==> config.mk <==
export PLATFORM = sky130hd
export DESIGN_NAME = adc_frame_scheduler
export DESIGN_NICKNAME = d
export VERILOG_FILES = /design/src/rtl/adc_sched_pkg.sv /design/src/rtl/sample_tick_gen.sv /design/src/rtl/adc_frame_scheduler.sv
export SDC_FILE = /design/constraint.sdc
export NUM_CORES = 1
export LEC_CHECK = 0
export BUFFER_PORTS_ARGS = -buffer_cell sky130_fd_sc_hd__buf_2
export CAP_MARGIN = 10
export CORE_ASPECT_RATIO = 0.8
export CORE_MARGIN = 3
export CORE_UTILIZATION = 45
export CTS_BUF_LIST = sky130_fd_sc_hd__clkbuf_4 sky130_fd_sc_hd__clkbuf_8
export CTS_CLUSTER_SIZE = 12
export DETAILED_ROUTE_END_ITERATION = 12
export GPL_TIMING_DRIVEN = 0
export PLACE_DENSITY = 0.68
export SETUP_SLACK_MARGIN = 0.02
export SLEW_MARGIN = 15
export SYNTH_ARGS = -nofsm -noshare
export SYNTH_HDL_FRONTEND = slang
export SYNTH_SLANG_ARGS = --single-unit
==> constraint.sdc <==
create_clock -name CLK100MHz -period 3.7 [get_ports CLK100MHz]
set_input_delay 0.555 -clock CLK100MHz [delete_from_list [all_inputs] [get_ports CLK100MHz]]
set_output_delay 0.555 -clock CLK100MHz [all_outputs]
set_load 0.02 [all_outputs]
==> src/rtl/adc_sched_pkg.sv <==
// Shared types and helpers for the ADC frame scheduler: FSM state encoding,
// tick period floor and the word-index to front-end mapping.
package adc_sched_pkg;

    typedef enum logic {
        ST_IDLE,
        ST_SEND
    } state_t;

    localparam int unsigned MIN_PERIOD = 2;

    // Frame word w belongs to front-end w/2; channel is the low bit.
    function automatic int unsigned word_adc(input int unsigned w);
        return w >> 1;
    endfunction

endpackage

==> src/rtl/sample_tick_gen.sv <==
// Programmable sampling tick: counter runs 0..P-1 with P = max(period, MIN_PERIOD)
// and pulses sample_tick on the terminal count.
module sample_tick_gen
    import adc_sched_pkg::*;
#(
    parameter int unsigned PERIOD_WIDTH = 16
) (
    input  logic                    clk,
    input  logic                    rst_n,
    input  logic                    enable,
    input  logic [PERIOD_WIDTH-1:0] period,
    output logic                    sample_tick
);

    logic [PERIOD_WIDTH-1:0] count;
    logic [PERIOD_WIDTH-1:0] last;

    // A shrinking period can leave count past the new terminal value; >= forces a tick.
    always_comb begin
        if (period < PERIOD_WIDTH'(MIN_PERIOD)) begin
            last = PERIOD_WIDTH'(MIN_PERIOD - 1);
        end else begin
            last = period - PERIOD_WIDTH'(1);
        end
        sample_tick = enable && (count >= last);
    end

    always_ff @(posedge clk or negedge rst_n) begin
        if (!rst_n) begin
            count <= '0;
        end else if (!enable || sample_tick) begin
            count <= '0;
        end else begin
            count <= count + PERIOD_WIDTH'(1);
        end
    end

endmodule

==> src/rtl/adc_frame_scheduler.sv <==
// Latches dual-channel ADC results on eoc, snapshots them into a frame on each
// sampling tick and streams the frame out over AXI-Stream with stale flags.
module adc_frame_scheduler
    import adc_sched_pkg::*;
#(
    parameter int unsigned NUM_ADC      = 4,
    parameter int unsigned ADC_LENGTH   = 12,
    parameter int unsigned TDATA_WIDTH  = 16,
    parameter int unsigned PERIOD_WIDTH = 16
) (
    input  logic                            CLK100MHz,
    input  logic                            ARESETN,
    input  logic                            enable,
    input  logic [PERIOD_WIDTH-1:0]         period,
    input  logic [NUM_ADC-1:0]              eoc,
    input  logic [NUM_ADC*2*ADC_LENGTH-1:0] adc_data,
    output logic [TDATA_WIDTH-1:0]          m_axis_tdata,
    output logic                            m_axis_tvalid,
    input  logic                            m_axis_tready,
    output logic                            m_axis_tlast,
    output logic                            m_axis_tuser,
    output logic                            sample_tick,
    output logic                            busy,
    output logic [15:0]                     overrun_cnt
);

    localparam int unsigned NUM_WORDS = 2 * NUM_ADC;
    localparam int unsigned IDX_W     = (NUM_WORDS > 1) ? $clog2(NUM_WORDS) : 1;
    localparam logic [IDX_W-1:0] LAST_IDX = IDX_W'(NUM_WORDS - 1);

    logic [ADC_LENGTH-1:0] shadow [NUM_WORDS];
    logic [ADC_LENGTH-1:0] frame  [NUM_WORDS];
    logic [NUM_ADC-1:0]    fresh;
    logic [NUM_ADC-1:0]    stale;
    logic [IDX_W-1:0]      word_idx;
    state_t                state, state_next;
    logic                  snapshot, drop, accept, last_word;

    sample_tick_gen #(
        .PERIOD_WIDTH(PERIOD_WIDTH)
    ) u_tick (
        .clk        (CLK100MHz),
        .rst_n      (ARESETN),
        .enable     (enable),
        .period     (period),
        .sample_tick(sample_tick)
    );

    always_comb begin
        state_next    = state;
        snapshot      = 1'b0;
        drop          = 1'b0;
        accept        = 1'b0;
        last_word     = (word_idx == LAST_IDX);
        m_axis_tvalid = 1'b0;
        m_axis_tdata  = '0;
        m_axis_tuser  = 1'b0;
        m_axis_tlast  = 1'b0;
        busy          = 1'b0;
        case (state)
            ST_IDLE: begin
                if (sample_tick) begin
                    snapshot   = 1'b1;
                    state_next = ST_SEND;
                end
            end
            ST_SEND: begin
                drop          = sample_tick;
                busy          = 1'b1;
                m_axis_tvalid = 1'b1;
                m_axis_tdata  = TDATA_WIDTH'(frame[word_idx]);
                m_axis_tuser  = stale[word_adc(32'(word_idx))];
                m_axis_tlast  = last_word;
                accept        = m_axis_tready;
                if (accept && last_word) begin
                    state_next = ST_IDLE;
                end
            end
            default: state_next = ST_IDLE;
        endcase
    end

    always_ff @(posedge CLK100MHz or negedge ARESETN) begin
        if (!ARESETN) begin
            state <= ST_IDLE;
        end else begin
            state <= state_next;
        end
    end

    // Snapshot reads pre-edge shadow/fresh, so a coincident eoc lands in the next frame.
    always_ff @(posedge CLK100MHz or negedge ARESETN) begin
        if (!ARESETN) begin
            for (int unsigned w = 0; w < NUM_WORDS; w++) begin
                shadow[w] <= '0;
                frame[w]  <= '0;
            end
            fresh       <= '0;
            stale       <= '0;
            word_idx    <= '0;
            overrun_cnt <= '0;
        end else begin
            for (int unsigned w = 0; w < NUM_WORDS; w++) begin
                if (eoc[word_adc(w)]) begin
                    shadow[w] <= adc_data[w*ADC_LENGTH +: ADC_LENGTH];
                end
            end
            fresh <= eoc | (snapshot ? '0 : fresh);
            if (snapshot) begin
                for (int unsigned w = 0; w < NUM_WORDS; w++) begin
                    frame[w] <= shadow[w];
                end
                stale    <= ~fresh;
                word_idx <= '0;
            end else if (accept && !last_word) begin
                word_idx <= word_idx + IDX_W'(1);
            end
            if (drop && (overrun_cnt != 16'hFFFF)) begin
                overrun_cnt <= overrun_cnt + 16'd1;
            end
        end
    end

endmodule
# Word level (Yosys, flattened, before mapping)
# Index checks and enable logic that the tools add are counted.
# W data, S select, Z words.
# word_totals
ff_bits,236
input_bits,120
out_inout_bits,37
wordCells,64
# classes
add_sub_neg,4
magnitude_cmp,4
eq_ne,2
mux,20
n_bitwise,4
reduce_logical,8
# ops
operator,n
$bmux W12 S3,1
$mux W12,3
$add A16 B1 Y16 const B,2
$mux W16,2
$ge A16 B16 Y1,1
$lt A16 B2 Y1 const B,1
$ne A16 B16 Y1 const B,1
$sub A16 B1 Y16 const B,1
$mux W1,9
$mux W3,2
$ge A4 B4 Y1 const B,1
$logic_and A1 B1 Y1,4
$mux W4,1
$not A3 Y4,1
$not A4 Y4,1
$or A4 B4 Y4,1
$add A3 B1 Y3 const B,1
$eq A3 B3 Y1 const B,1
$lt A2 B3 Y1 const B,1
$bmux W1 S2,1
$logic_not A1 Y1,2
$pmux W1 S2,1
$reduce_bool A2 Y1,1
$logic_or A1 B1 Y1,1
$not A1 Y1,1

# Depth between registers and ports, before layout
# Gate-level depths: netlist of run 1.
# logic_depth
ltp_word,8
depth_mapped,18
depth_no_buf,15

# Hierarchy
# A second synthesis of run 1 with hierarchy kept.
# unflattened
hier_cells,959
area_unflattened_um2,10742.8
# modules_own_cells
mod,n_inst,cells_per_inst,area_per_inst_um2
adc_frame_scheduler,1,792,9323.9
sample_tick_gen,1,167,1418.9

# Worst setup path after synthesis of run 1
# OpenSTA, ideal clock, no wires.
# synth_timing
path_kind,input port to output port
startpoint,input period[0]
endpoint,output sample_tick
arrival_ns,3.392
path_slack_ns,-0.247
path_stages,14
n_path_buf,2
cell_sequence,inv_1 > ha_1 > nor2b_1 > nand3_1 > or3b_2 > nor3_1 > xor2_1 > nand2_1 > ha_1 > nand4_1 > a211oi_1 > a31o_1 > buf_2 > buf_1
# synth_between
elab_chain_cells,4
# synth_rtl
item,line_no,source
from (decl),adc_frame_scheduler.sv:14,"input logic [PERIOD_WIDTH-1:0] period,"
$sub A16 B1 Y16 or $lt A16 B2 Y1 (tied branches),"sample_tick_gen.sv:23, sample_tick_gen.sv:20",
$mux W16 (*),sample_tick_gen.sv:20,if (period < PERIOD_WIDTH'(MIN_PERIOD)) begin
$ge A16 B16 Y1 (*),sample_tick_gen.sv:25,sample_tick = enable && (count >= last);
$logic_and A1 B1 Y1 (*),sample_tick_gen.sv:25,
to (decl),adc_frame_scheduler.sv:22,"output logic sample_tick,"
# Mark *: on every way between the ends. The rest lies on a longest branch, timed or not.

# Final worst setup path of run 1
# layout_timing
startpoint,input period[14]
endpoint,output sample_tick
# Same word-level chain as after synthesis.

==> impl_metrics.xml, run 1 <==
<?xml version="1.0" encoding="UTF-8"?>
<metrics>
  <group name="floorplan">
    <metric name="std_cell_rows" unit="">50</metric>
    <metric name="fp.dieW" unit="µm">179.2</metric>
    <metric name="core_area" unit="µm²">23460</metric>
    <metric name="num_io_pins" unit="">157</metric>
    <metric name="floorplan.initialDensity" unit="%">46.02</metric>
    <metric name="die_area" unit="µm²">25900</metric>
    <metric name="die-height" unit="µm">144.5</metric>
  </group>
  <group name="power_and_ir_drop">
    <metric name="cellPowerDensity" unit="nW/µm²">482.3</metric>
    <metric name="cellLeakagePower" unit="µW">0.006177</metric>
    <metric name="ir_worst_vdd" unit="µV">260.5</metric>
  </group>
  <group name="placed_design">
    <metric name="finalWeightedCongestion" unit="">0.8274</metric>
    <metric name="port_buffers" unit="">148</metric>
    <metric name="dpl.cell_count" unit="">1226</metric>
    <metric name="dp_hpwl" unit="µm">17150</metric>
  </group>
  <group name="sta">
    <metric name="post-route-worst-setup-slack" unit="ns">-0.07608</metric>
    <metric name="fin_skew" unit="ns">0.03364</metric>
    <metric name="finalHoldWorstSlack" unit="ns">0.2286</metric>
    <metric name="period_minus_ws_final" unit="ns">3.776</metric>
    <metric name="timing_max_transition_violations_final" unit="">0</metric>
    <metric name="finalCritPeriodShare" unit="%">102.1</metric>
    <metric name="maxClockFrequency" unit="GHz">0.2648</metric>
    <metric name="worst_slew_margin_rel" unit="%">47.39</metric>
    <metric name="worst_pin_slew" unit="ns">0.7891</metric>
    <metric name="unrepaired_setup_endpoints_after_global_routing" unit="">yes</metric>
    <metric name="hold_violations" unit="">0</metric>
    <metric name="setup_viol" unit="">1</metric>
  </group>
  <group name="routing">
    <metric name="drtPass1Iterations" unit="">4</metric>
    <metric name="vias" unit="">6772</metric>
    <metric name="post_drt_wl_per_cell" unit="µm">18.54</metric>
    <metric name="drc" unit="">0</metric>
    <metric name="route.final.wire_length" unit="µm">24060</metric>
    <metric name="number_of_nets_with_antenna_violations_after_routing" unit="">0</metric>
    <metric name="drt_iter0_drc" unit="">330</metric>
    <metric name="detail_routed_via_count_per_cell" unit="">5.217</metric>
  </group>
  <group name="clocking">
    <metric name="clock_sinks" unit="">236</metric>
    <metric name="max-clock-path-buffers" unit="">3</metric>
    <metric name="tritoncts_clock_tree" unit="">done</metric>
    <metric name="tritoncts.num_buffers" unit="">39</metric>
    <metric name="cts_max_level" unit="">2</metric>
    <metric name="cts.root.buffer_cell" unit="">sky130_fd_sc_hd__clkbuf_8</metric>
    <metric name="worstSkewPairLatency" unit="ns">0.54</metric>
    <metric name="clk_pin_slew" unit="ns">0.06</metric>
  </group>
  <group name="critical_path">
    <metric name="crit_path_end_kind" unit="">primary output</metric>
    <metric name="worstPathBufferInverterCount" unit="">4</metric>
    <metric name="max_fanout_on_critical_path" unit="">10</metric>
    <metric name="critical-path-slowest-cell" unit="">sky130_fd_sc_hd__or4_4</metric>
    <metric name="worst_ep_arrival_time" unit="ns">3.22</metric>
    <metric name="classification_of_the_worst_setup_path" unit="">primary input to primary output</metric>
    <metric name="crit_path_cell_trace" unit="">buf_8, or4_4, nor4_4, nand3_2, buf_4, nand2_1, ha_1, a211o_1, o211ai_1, o211ai_1, a31o_1, buf_6, buf_6</metric>
    <metric name="cpPeakStageDelay" unit="ns">0.55</metric>
    <metric name="worst_ep_required_time" unit="ns">3.14</metric>
    <metric name="critical-path-top-delay-family" unit="">simple AND/OR/NAND/NOR gates</metric>
    <metric name="worst_setup_path_start_kind" unit="">primary input</metric>
  </group>
  <group name="grt">
    <metric name="largest_net_degree_at_the_start_of_global_routing" unit="">104</metric>
    <metric name="antenna_found_initial" unit="">0</metric>
    <metric name="grt_pass1_vias" unit="">7107</metric>
    <metric name="globalRouteOverflowTotal" unit="">0</metric>
    <metric name="grt_pass1_wl" unit="µm">38180</metric>
    <metric name="grt_use_total" unit="%">19.09</metric>
  </group>
  <group name="yosys">
    <metric name="netlist_top_cells_area" unit="">sky130_fd_sc_hd__dfrtp_1, sky130_fd_sc_hd__mux2_2, sky130_fd_sc_hd__mux2_4</metric>
    <metric name="synth-async-reset-ratio" unit="%">100.0</metric>
    <metric name="synthesis.yosys.warnings" unit="">0</metric>
    <metric name="yosys_register_bits" unit="">236</metric>
    <metric name="synth_cells" unit="">761</metric>
    <metric name="ys_types" unit="">41</metric>
    <metric name="number_of_enable_flip_flop_cells_after_synthesis" unit="">0</metric>
    <metric name="synth_sequential_area_ratio" unit="%">54.70</metric>
    <metric name="postSynthAreaPerCell" unit="µm²">14.19</metric>
    <metric name="post-synth-top-area-cell" unit="">sky130_fd_sc_hd__dfrtp_1</metric>
    <metric name="syn_area" unit="µm²">10800</metric>
    <metric name="synth.top_cell.area_share" unit="%">54.70</metric>
    <metric name="ys_dominant_reg_cell" unit="">sky130_fd_sc_hd__dfrtp_1</metric>
  </group>
  <group name="layout">
    <metric name="nets" unit="">1106</metric>
    <metric name="layoutNonFillerInstCount" unit="">1298</metric>
    <metric name="antennaDiodeCount" unit="">0</metric>
    <metric name="drive_above_1_share" unit="%">48.99</metric>
    <metric name="fillers" unit="">2024</metric>
    <metric name="syn_to_final_growth" unit="%">20.57</metric>
  </group>
  <group name="worst_hold_path">
    <metric name="hold_class" unit="">primary input to flip-flop</metric>
  </group>
  <group name="status">
    <metric name="status" unit="">finished with violations</metric>
    <metric name="failed_checks" unit="">setup timing</metric>
  </group>
  <group name="run">
    <metric name="max_cap_violations" unit="">0</metric>
  </group>
</metrics>
## registers in the layout, indices dropped and copies added, names as in the netlist
signal	cells
shadow	96
stale	4
overrun_cnt	16
u_tick.count	16
fresh	4
state	1
frame	96
word_idx	3
## area by class of cell
class                           count  area [µm²]  share of cell area [%]
Clock buffer                       58       735.7                   5.652
Inverter                            8       30.03                  0.2307
Tap cell                          312       390.4                   2.999
Sequential cell                   236        5906                   45.37
Buffer                             42       240.2                   1.845
Timing Repair Buffer              162       930.9                   7.151
Clock inverter                      4       35.03                  0.2691
Multi-Input combinational cell    476        4750                   36.49
## placed cells by master, fill, tap and decap left out, types with 10 or more instances in the layout
master	instances
sky130_fd_sc_hd__mux2_4	40
sky130_fd_sc_hd__clkbuf_8	48
sky130_fd_sc_hd__nor2_1	26
sky130_fd_sc_hd__buf_2	150
sky130_fd_sc_hd__xor2_1	21
sky130_fd_sc_hd__mux2_2	156
sky130_fd_sc_hd__mux4_2	25
sky130_fd_sc_hd__buf_4	16
sky130_fd_sc_hd__nor2b_1	16
sky130_fd_sc_hd__nand2_1	34
sky130_fd_sc_hd__clkbuf_1	18
sky130_fd_sc_hd__ha_1	19
sky130_fd_sc_hd__dfrtp_1	236
sky130_fd_sc_hd__and3_1	14
sky130_fd_sc_hd__mux2i_1	16
sky130_fd_sc_hd__clkbuf_4	10
sky130_fd_sc_hd__xnor2_1	20
sky130_fd_sc_hd__nand3_1	17
## path summary, 6_finish.rpt
| kind | from | endpoint | slack [ns] | cells past startpoint |
|---|---|---|---|---|
| worst max-delay path | period[14] | sample_tick | -0.08 | 13 |
| worst min-delay path | m_axis_tready | state$_DFF_PN0_ | 0.23 | 2 |
| worst max register to register | u_tick.count[2]$_DFF_PN0_ | u_tick.count[13]$_DFF_PN0_ | 0.91 | 8 |
| worst min register to register | fresh[1]$_DFF_PN0_ | stale[1]$_DFFE_PN0P_ | 0.45 | 1 |
| max in group asynchronous | ARESETN | shadow[2]$_DFFE_PN0P_ | 1.96 | 4 |
| min in group asynchronous | ARESETN | overrun_cnt[14]$_DFFE_PN0P_ | 0.53 | 2 |
## per-stage QoR
stage	instance area [µm²]	worst slack, ns	util, %	total power [µW]	TNS (ns)
3_5_place_dp	12040	-0.6488	51.31	4054	-60.25
3_3_place_gp	11970	-2.201	51.03	4025	-563.42
2_1_floorplan	10840	0.03582	-	3654	0
4_1_cts	12960	-0.1542	55.26	6368	-0.1542
6_report	13020	-0.07608	55.49	6278	-0.07608
5_1_grt	13020	-0.2284	55.49	6603	-2.122
## cell usage after synthesis, drive strengths merged (3+ instances only)
library cell	count
dfrtp	236
mux2	196
nand2	34
nor2	26
mux4	25
buf	23
clkbuf	21
ha	21
xor2	21
xnor2	20
nand3	19
nor2b	18
mux2i	16
and3	14
nor3	10
nand4	9
inv	8
nand2b	7
o21ai	6
a21o	4
a21oi	4
and2	4
and4	3
## cells by family (layout without fill, tap and decap cells)
group                    Yosys count  after routing  share of synthesized area [%]
AO/OA/AOI/OAI                     24             24                          1.484
XOR/XNOR                          41             41                          3.326
adder cells (fa/ha/maj)           21             21                          2.434
buffers and inverters             52            274                          2.434
flip-flops                       236            236                          54.70
multiplexers                     237            237                          28.53
other                              1              4                        0.03473
AND/OR/NAND/NOR                  149            149                          7.058
## repair_timing
action | CTS | global route
hold buffers | 1 | 0
endpoints found under the hold margin | 47 | 0
pin swaps | 12 | 10
setup buffers | 10 | 1
gates resized for setup | 20 | 18
setup endpoints to repair | 33 | 102
## report_power, final
group,internal (µW),switching (µW),leakage [µW]
registers,2800,136,0.00300
logic,542,530,0.00277
clock network,1270,1000,0.000407
total,4610,1670,0.00618
## per-layer routing
layer,vias to the layer above,track usage [%],routed length [µm],part of all wire [%]
met5,-,0,0,0
met4,0,4.311,328,1.4
met3,32,3.937,1342,5.6
met2,168,29.41,10860,45
met1,3459,28.12,11530,48
li1,3113,-,-,-
Power figures use the tool's default switching activity.
==> run 2, diff against run 1 <==
--- a/config.mk
+++ b/config.mk
@@ -16,6 +16,7 @@
 export GPL_TIMING_DRIVEN = 0
 export PLACE_DENSITY = 0.68
 export SETUP_SLACK_MARGIN = 0.02
+export SKIP_CTS_REPAIR_TIMING = 1
 export SLEW_MARGIN = 15
 export SYNTH_ARGS = -nofsm -noshare
 export SYNTH_HDL_FRONTEND = slang
==> run 2 against run 1 <==
  * The flow still finishes with violations (setup timing)
  * Core utilization grew 0.62 points
  * Largest cell class unchanged
  * Combinational power is essentially flat
  * Critical path depth grew 1
  * Critical path type unchanged
  * First-iteration DRC count shrank 3.9%
  * Setup slack lost 0.14 ns
  * Sequential cell count is the same
  * Non-clock buffer count grew 10
  * Sequential power is essentially flat
==> impl_metrics.xml, run 2 (synthesis gave the netlist of run 1 again) <==
<?xml version="1.0" encoding="UTF-8"?>
<metrics>
  <group name="status">
    <metric name="status" unit="">finished with violations</metric>
    <metric name="failed_checks" unit="">setup timing</metric>
  </group>
  <group name="layout">
    <metric name="final_common_cell" unit="">sky130_fd_sc_hd__dfrtp_1</metric>
    <metric name="registers_with_the_highest_flip_flop_counts" unit="">frame x96, shadow x96</metric>
    <metric name="nets" unit="">1116</metric>
    <metric name="antennaDiodeCount" unit="">0</metric>
    <metric name="final_design_area_no_fill" unit="µm²">13160</metric>
    <metric name="drive_above_1_share" unit="%">49.60</metric>
    <metric name="layout_common_cells" unit="">sky130_fd_sc_hd__dfrtp_1, sky130_fd_sc_hd__mux2_2, sky130_fd_sc_hd__buf_2</metric>
    <metric name="syn_to_final_growth" unit="%">21.93</metric>
  </group>
  <group name="clocking">
    <metric name="clock_sinks" unit="">236</metric>
    <metric name="cts_max_level" unit="">2</metric>
    <metric name="max-clock-path-buffers" unit="">3</metric>
    <metric name="worstSkewPairLatency" unit="ns">0.54</metric>
    <metric name="tritoncts_clock_tree" unit="">done</metric>
    <metric name="clk_pin_slew" unit="ns">0.06</metric>
    <metric name="tritoncts.num_buffers" unit="">39</metric>
    <metric name="cts.root.buffer_cell" unit="">sky130_fd_sc_hd__clkbuf_8</metric>
  </group>
  <group name="routing">
    <metric name="drt_iter0_drc" unit="">317</metric>
    <metric name="drc" unit="">0</metric>
    <metric name="detail_routed_via_count_per_cell" unit="">5.183</metric>
    <metric name="post_drt_wl_per_cell" unit="µm">18.54</metric>
    <metric name="number_of_nets_with_antenna_violations_after_routing" unit="">0</metric>
    <metric name="drtPass1Iterations" unit="">4</metric>
    <metric name="vias" unit="">6779</metric>
    <metric name="route.final.wire_length" unit="µm">24250</metric>
  </group>
  <group name="power_and_ir_drop">
    <metric name="cellLeakagePower" unit="µW">0.006244</metric>
    <metric name="cellPowerDensity" unit="nW/µm²">477.2</metric>
    <metric name="ir_worst_vdd" unit="µV">261.5</metric>
  </group>
  <group name="sta">
    <metric name="timing_max_transition_violations_final" unit="">0</metric>
    <metric name="final.setup.tns" unit="ns">-0.2193</metric>
    <metric name="setup_viol" unit="">1</metric>
    <metric name="fin_skew" unit="ns">0.03206</metric>
    <metric name="worst_slew_margin_rel" unit="%">47.13</metric>
    <metric name="worst_pin_slew" unit="ns">0.7930</metric>
    <metric name="unrepaired_setup_endpoints_after_global_routing" unit="">yes</metric>
    <metric name="finalCritPeriodShare" unit="%">105.9</metric>
    <metric name="maxClockFrequency" unit="GHz">0.2551</metric>
    <metric name="post-route-worst-setup-slack" unit="ns">-0.2193</metric>
    <metric name="hold_violations" unit="">0</metric>
    <metric name="period_minus_ws_final" unit="ns">3.919</metric>
  </group>
  <group name="placed_design">
    <metric name="detailed_place.area" unit="µm²">12040</metric>
    <metric name="dp_hpwl" unit="µm">17150</metric>
    <metric name="finalWeightedCongestion" unit="">0.8274</metric>
    <metric name="port_buffers" unit="">148</metric>
  </group>
  <group name="floorplan">
    <metric name="die-height" unit="µm">144.5</metric>
    <metric name="core_area" unit="µm²">23460</metric>
    <metric name="fp.dieW" unit="µm">179.2</metric>
    <metric name="floorplan.initialDensity" unit="%">46.02</metric>
    <metric name="die_area" unit="µm²">25900</metric>
    <metric name="std_cell_rows" unit="">50</metric>
    <metric name="num_io_pins" unit="">157</metric>
  </group>
  <group name="critical_path">
    <metric name="worst_ep_arrival_time" unit="ns">3.36</metric>
    <metric name="worst_setup_path_start_kind" unit="">primary input</metric>
    <metric name="classification_of_the_worst_setup_path" unit="">primary input to primary output</metric>
    <metric name="worst_ep_required_time" unit="ns">3.14</metric>
    <metric name="crit_path_end_kind" unit="">primary output</metric>
    <metric name="max_fanout_on_critical_path" unit="">10</metric>
    <metric name="r2r_cells" unit="">11</metric>
  </group>
  <group name="grt">
    <metric name="antenna_found_initial" unit="">0</metric>
    <metric name="grt_pass1_vias" unit="">7055</metric>
    <metric name="largest_net_degree_at_the_start_of_global_routing" unit="">104</metric>
    <metric name="grt_use_total" unit="%">18.93</metric>
    <metric name="grt_pass1_wl" unit="µm">37880</metric>
    <metric name="globalRouteOverflowTotal" unit="">0</metric>
  </group>
  <group name="run">
    <metric name="max_cap_violations" unit="">0</metric>
  </group>
  <group name="worst_hold_path">
    <metric name="hold_class" unit="">primary input to flip-flop</metric>
    <metric name="hold_path_depth" unit="">2</metric>
  </group>
</metrics>
## run 2: changes by cell type in the layout (fill, tap and decap cells not counted), sizes merged
cell / before / now
buf: 183 / 186
clkbuf: 78 / 85
## run 2: per-layer routing
metal	up-vias	global-route usage (%)	wire length, µm
met2	165	29.11	11020
met3	33	3.963	1279
met1	3438	27.84	11590
li1	3143	-	-
met5	-	0	0
met4	0	4.392	353
## run 2: critical path, stage by stage
cell and delay (ns):
sky130_fd_sc_hd__buf_6 0.09, sky130_fd_sc_hd__or4_4 0.54, sky130_fd_sc_hd__nor4_2 0.22, sky130_fd_sc_hd__nand3_1 0.15, sky130_fd_sc_hd__clkbuf_4 0.23, sky130_fd_sc_hd__nand2_1 0.08, sky130_fd_sc_hd__ha_1 0.23, sky130_fd_sc_hd__a211o_1 0.29
sky130_fd_sc_hd__o211ai_1 0.10, sky130_fd_sc_hd__o211ai_1 0.18, sky130_fd_sc_hd__a31o_1 0.31, sky130_fd_sc_hd__buf_6 0.14, sky130_fd_sc_hd__buf_8 0.12, sky130_fd_sc_hd__buf_6 0.12
## run 2: area by class of cell
type,instances,area (µm²)
plain buffers,44,316.6
clock buffers,58,735.7
clock inverters,4,35.03
fillers,2009,10300
inverters,8,32.53
multi-input cells,476,4737
flip-flops and latches,236,5906
well taps,312,390.4
repair buffers,170,1011
## run 2: per-stage QoR
step,worst slack [ns],hold WS (ns),total power (µW),cells,utilization [%]
floorplan,0.03582,0.2594,3654,764,-
global placement,-2.201,0.4328,4025,1224,51.03
finish,-0.2193,0.2300,6282,1308,56.11
global route,-0.3721,0.1995,6600,1308,56.11
detailed placement,-0.6488,0.4424,4054,1226,51.31
CTS,-0.6486,-0.07092,6361,1288,54.60
## run 2: worst paths after layout
check                                     startpoint                           to  slack, ns
max in group asynchronous                    ARESETN       shadow[35]$_DFFE_PN0P_       1.95
setup reg to reg           u_tick.count[2]$_DFF_PN0_        frame[81]$_DFFE_PN0P_       0.86
setup / recovery                          period[14]                  sample_tick      -0.22
hold / removal                         m_axis_tready              state$_DFF_PN0_       0.23
min in group asynchronous                    ARESETN  overrun_cnt[14]$_DFFE_PN0P_       0.53
hold reg to reg                   fresh[0]$_DFF_PN0_         stale[0]$_DFFE_PN0P_       0.45
## run 2: power by group
part	internal [µW]	switching, µW	leakage (µW)
combinational	542	532	0.00284
clock	1270	1010	0.000407
sequential	2800	135	0.00300
total	4610	1670	0.00624
==> run 3, diff against run 2 <==
--- a/config.mk
+++ b/config.mk
@@ -8,12 +8,12 @@
 export BUFFER_PORTS_ARGS = -buffer_cell sky130_fd_sc_hd__buf_2
 export CAP_MARGIN = 10
 export CORE_ASPECT_RATIO = 0.8
-export CORE_MARGIN = 3
+export CORE_MARGIN = 2
 export CORE_UTILIZATION = 45
 export CTS_BUF_LIST = sky130_fd_sc_hd__clkbuf_4 sky130_fd_sc_hd__clkbuf_8
 export CTS_CLUSTER_SIZE = 12
 export DETAILED_ROUTE_END_ITERATION = 12
-export GPL_TIMING_DRIVEN = 0
+export GPL_TIMING_DRIVEN = 1
 export PLACE_DENSITY = 0.68
 export SETUP_SLACK_MARGIN = 0.02
 export SKIP_CTS_REPAIR_TIMING = 1
==> run 3 against run 2 <==
  * The run still ends with setup timing left
  * Clock-buffer cell count is 4 higher
  * Sequential share of layout area grew 0.22 points
  * Core utilization decreased by 0.26 points
  * Non-clock buffer count is 23 lower
  * Register-to-register slack better by 0.15 ns
==> impl_metrics.xml, run 3 (synthesis gave the netlist of run 1 again) <==
<?xml version="1.0" encoding="UTF-8"?>
<metrics>
  <group name="status">
    <metric name="status" unit="">finished with violations</metric>
    <metric name="failed_checks" unit="">setup timing</metric>
  </group>
  <group name="critical_path">
    <metric name="max_fanout_on_critical_path" unit="">8</metric>
    <metric name="crit_path_end_kind" unit="">primary output</metric>
    <metric name="worst_setup_path_start_kind" unit="">primary input</metric>
    <metric name="worst_ep_required_time" unit="ns">3.14</metric>
    <metric name="r2r_start" unit="">u_tick.count[6]$_DFF_PN0_</metric>
    <metric name="classification_of_the_worst_setup_path" unit="">primary input to primary output</metric>
    <metric name="worst_ep_arrival_time" unit="ns">3.19</metric>
    <metric name="crit_startpoint" unit="">period[1]</metric>
  </group>
  <group name="sta">
    <metric name="worst_slew_margin_rel" unit="%">26.76</metric>
    <metric name="hold_violations" unit="">0</metric>
    <metric name="timing_max_transition_violations_final" unit="">0</metric>
    <metric name="post-route-worst-setup-slack" unit="ns">-0.04602</metric>
    <metric name="setup_viol" unit="">1</metric>
    <metric name="fin_skew" unit="ns">0.03324</metric>
    <metric name="maxClockFrequency" unit="GHz">0.2670</metric>
    <metric name="finalCritPeriodShare" unit="%">101.2</metric>
    <metric name="unrepaired_setup_endpoints_after_global_routing" unit="">yes</metric>
    <metric name="period_minus_ws_final" unit="ns">3.746</metric>
    <metric name="worst_pin_slew" unit="ns">1.099</metric>
  </group>
  <group name="floorplan">
    <metric name="std_cell_rows" unit="">50</metric>
    <metric name="core_area" unit="µm²">23460</metric>
    <metric name="fp.dieW" unit="µm">177.2</metric>
    <metric name="die-height" unit="µm">142.5</metric>
    <metric name="floorplan.initialDensity" unit="%">46.02</metric>
    <metric name="num_io_pins" unit="">157</metric>
    <metric name="die_area" unit="µm²">25250</metric>
  </group>
  <group name="grt">
    <metric name="antenna_found_initial" unit="">0</metric>
    <metric name="grt_use_total" unit="%">17.97</metric>
    <metric name="grt_pass1_wl" unit="µm">35670</metric>
    <metric name="largest_net_degree_at_the_start_of_global_routing" unit="">113</metric>
    <metric name="globalRouteOverflowTotal" unit="">0</metric>
    <metric name="grt_pass1_vias" unit="">6734</metric>
  </group>
  <group name="layout">
    <metric name="layoutNonFillerInstCount" unit="">1293</metric>
    <metric name="nets" unit="">1092</metric>
    <metric name="registers_with_the_highest_flip_flop_counts" unit="">frame x96, shadow x96</metric>
    <metric name="fillers" unit="">1948</metric>
    <metric name="syn_to_final_growth" unit="%">21.37</metric>
    <metric name="seq_area" unit="µm²">5907</metric>
    <metric name="multi_input_comb_area" unit="µm²">4767</metric>
    <metric name="final_common_cell" unit="">sky130_fd_sc_hd__dfrtp_1</metric>
    <metric name="drive_above_1_share" unit="%">51.22</metric>
    <metric name="layout_common_cells" unit="">sky130_fd_sc_hd__dfrtp_1, sky130_fd_sc_hd__mux2_2, sky130_fd_sc_hd__buf_2</metric>
  </group>
  <group name="clocking">
    <metric name="cts.root.buffer_cell" unit="">sky130_fd_sc_hd__clkbuf_8</metric>
    <metric name="cts_max_level" unit="">2</metric>
    <metric name="tritoncts.num_buffers" unit="">38</metric>
    <metric name="max-clock-path-buffers" unit="">3</metric>
    <metric name="clock_sinks" unit="">236</metric>
    <metric name="clk_pin_slew" unit="ns">0.06</metric>
    <metric name="tritoncts_clock_tree" unit="">done</metric>
    <metric name="worstSkewPairLatency" unit="ns">0.54</metric>
  </group>
  <group name="power_and_ir_drop">
    <metric name="ir_worst_vdd" unit="µV">320.6</metric>
    <metric name="power.total" unit="µW">6350</metric>
    <metric name="cellPowerDensity" unit="nW/µm²">484.6</metric>
    <metric name="cellLeakagePower" unit="µW">0.006221</metric>
  </group>
  <group name="placed_design">
    <metric name="dpl.cell_count" unit="">1219</metric>
    <metric name="port_buffers" unit="">152</metric>
    <metric name="finalWeightedCongestion" unit="">0.7679</metric>
    <metric name="dp_hpwl" unit="µm">15140</metric>
  </group>
  <group name="worst_hold_path">
    <metric name="hold_class" unit="">primary input to asynchronous set/reset pin</metric>
  </group>
  <group name="routing">
    <metric name="route.final.wire_length" unit="µm">21870</metric>
    <metric name="post_drt_wl_per_cell" unit="µm">16.91</metric>
    <metric name="drc" unit="">0</metric>
    <metric name="drt_iter0_drc" unit="">311</metric>
    <metric name="number_of_nets_with_antenna_violations_after_routing" unit="">0</metric>
    <metric name="drtPass1Iterations" unit="">4</metric>
    <metric name="vias" unit="">6523</metric>
    <metric name="detail_routed_via_count_per_cell" unit="">5.045</metric>
  </group>
  <group name="run">
    <metric name="max_cap_violations" unit="">0</metric>
  </group>
</metrics>
-- run 3: stage by stage --
step                      hold slack, ns  util, %  cell area [µm²]  setup WS [ns]  setup TNS, ns
after detailed placement          0.4357    51.59            12100        -0.3952         -31.73
after global placement            0.4285    51.59            12100        -0.1527         -7.784
after floorplan                   0.2594        -            10840        0.03582              0
after global routing              0.1497    55.85            13100        -0.1233        -0.1233
final                            0.09240    55.86            13100       -0.04602       -0.04602
after CTS                         0.1033    55.14            12940        -0.2122        -0.2122
-- run 3: routing by layer --
metal  share of wire (%)  wire length (µm)  GRT usage [%]
met4                 1.4               306          4.350
met3                 4.7              1034          3.606
met1                  48             10510          26.03
met2                  46             10020          27.85
met5                   0                 0              0
-- run 3: layout make-up --
class / count / share of cell area, %
diodes: 1 / 0.01910
clock inverters: 7 / 0.4201
repair buffers: 191 / 8.918
inverters: 8 / 0.2674
clock buffers: 62 / 5.939
multi-input cells: 476 / 36.38
flip-flops and latches: 236 / 45.08
well taps: 312 / 2.979
-- run 3: final timing paths --
kind	end	slack (ns)	cells after the start
worst max register to register	frame[48]$_DFFE_PN0P_	1.01	8
worst min register to register	stale[3]$_DFFE_PN0P_	0.44	1
max in group asynchronous	shadow[24]$_DFFE_PN0P_	2.75	2
min in group CLK100MHz	state$_DFF_PN0_	0.22	2
worst min-delay path	shadow[94]$_DFFE_PN0P_	0.09	1
worst max-delay path	sample_tick	-0.05	16
-- run 3: where the power goes --
group / switching (µW) / internal [µW] / leakage [µW]
clock network: 1030 / 1340 / 0.000443
registers: 240 / 2800 / 0.00300
logic: 392 / 544 / 0.00278
-- run 3: critical path, stage by stage --
cell and delay, ns:
sky130_fd_sc_hd__buf_6 0.10, sky130_fd_sc_hd__inv_4 0.05, sky130_fd_sc_hd__ha_4 0.13, sky130_fd_sc_hd__nor2b_4 0.15, sky130_fd_sc_hd__nand3_2 0.08, sky130_fd_sc_hd__or3b_4 0.40
sky130_fd_sc_hd__nor3_4 0.20, sky130_fd_sc_hd__xor2_1 0.17, sky130_fd_sc_hd__nand2_1 0.11, sky130_fd_sc_hd__ha_4 0.26, sky130_fd_sc_hd__nand4_1 0.14, sky130_fd_sc_hd__nor2_2 0.06
sky130_fd_sc_hd__o31a_1 0.28, sky130_fd_sc_hd__a31o_1 0.23, sky130_fd_sc_hd__buf_6 0.15, sky130_fd_sc_hd__buf_6 0.13
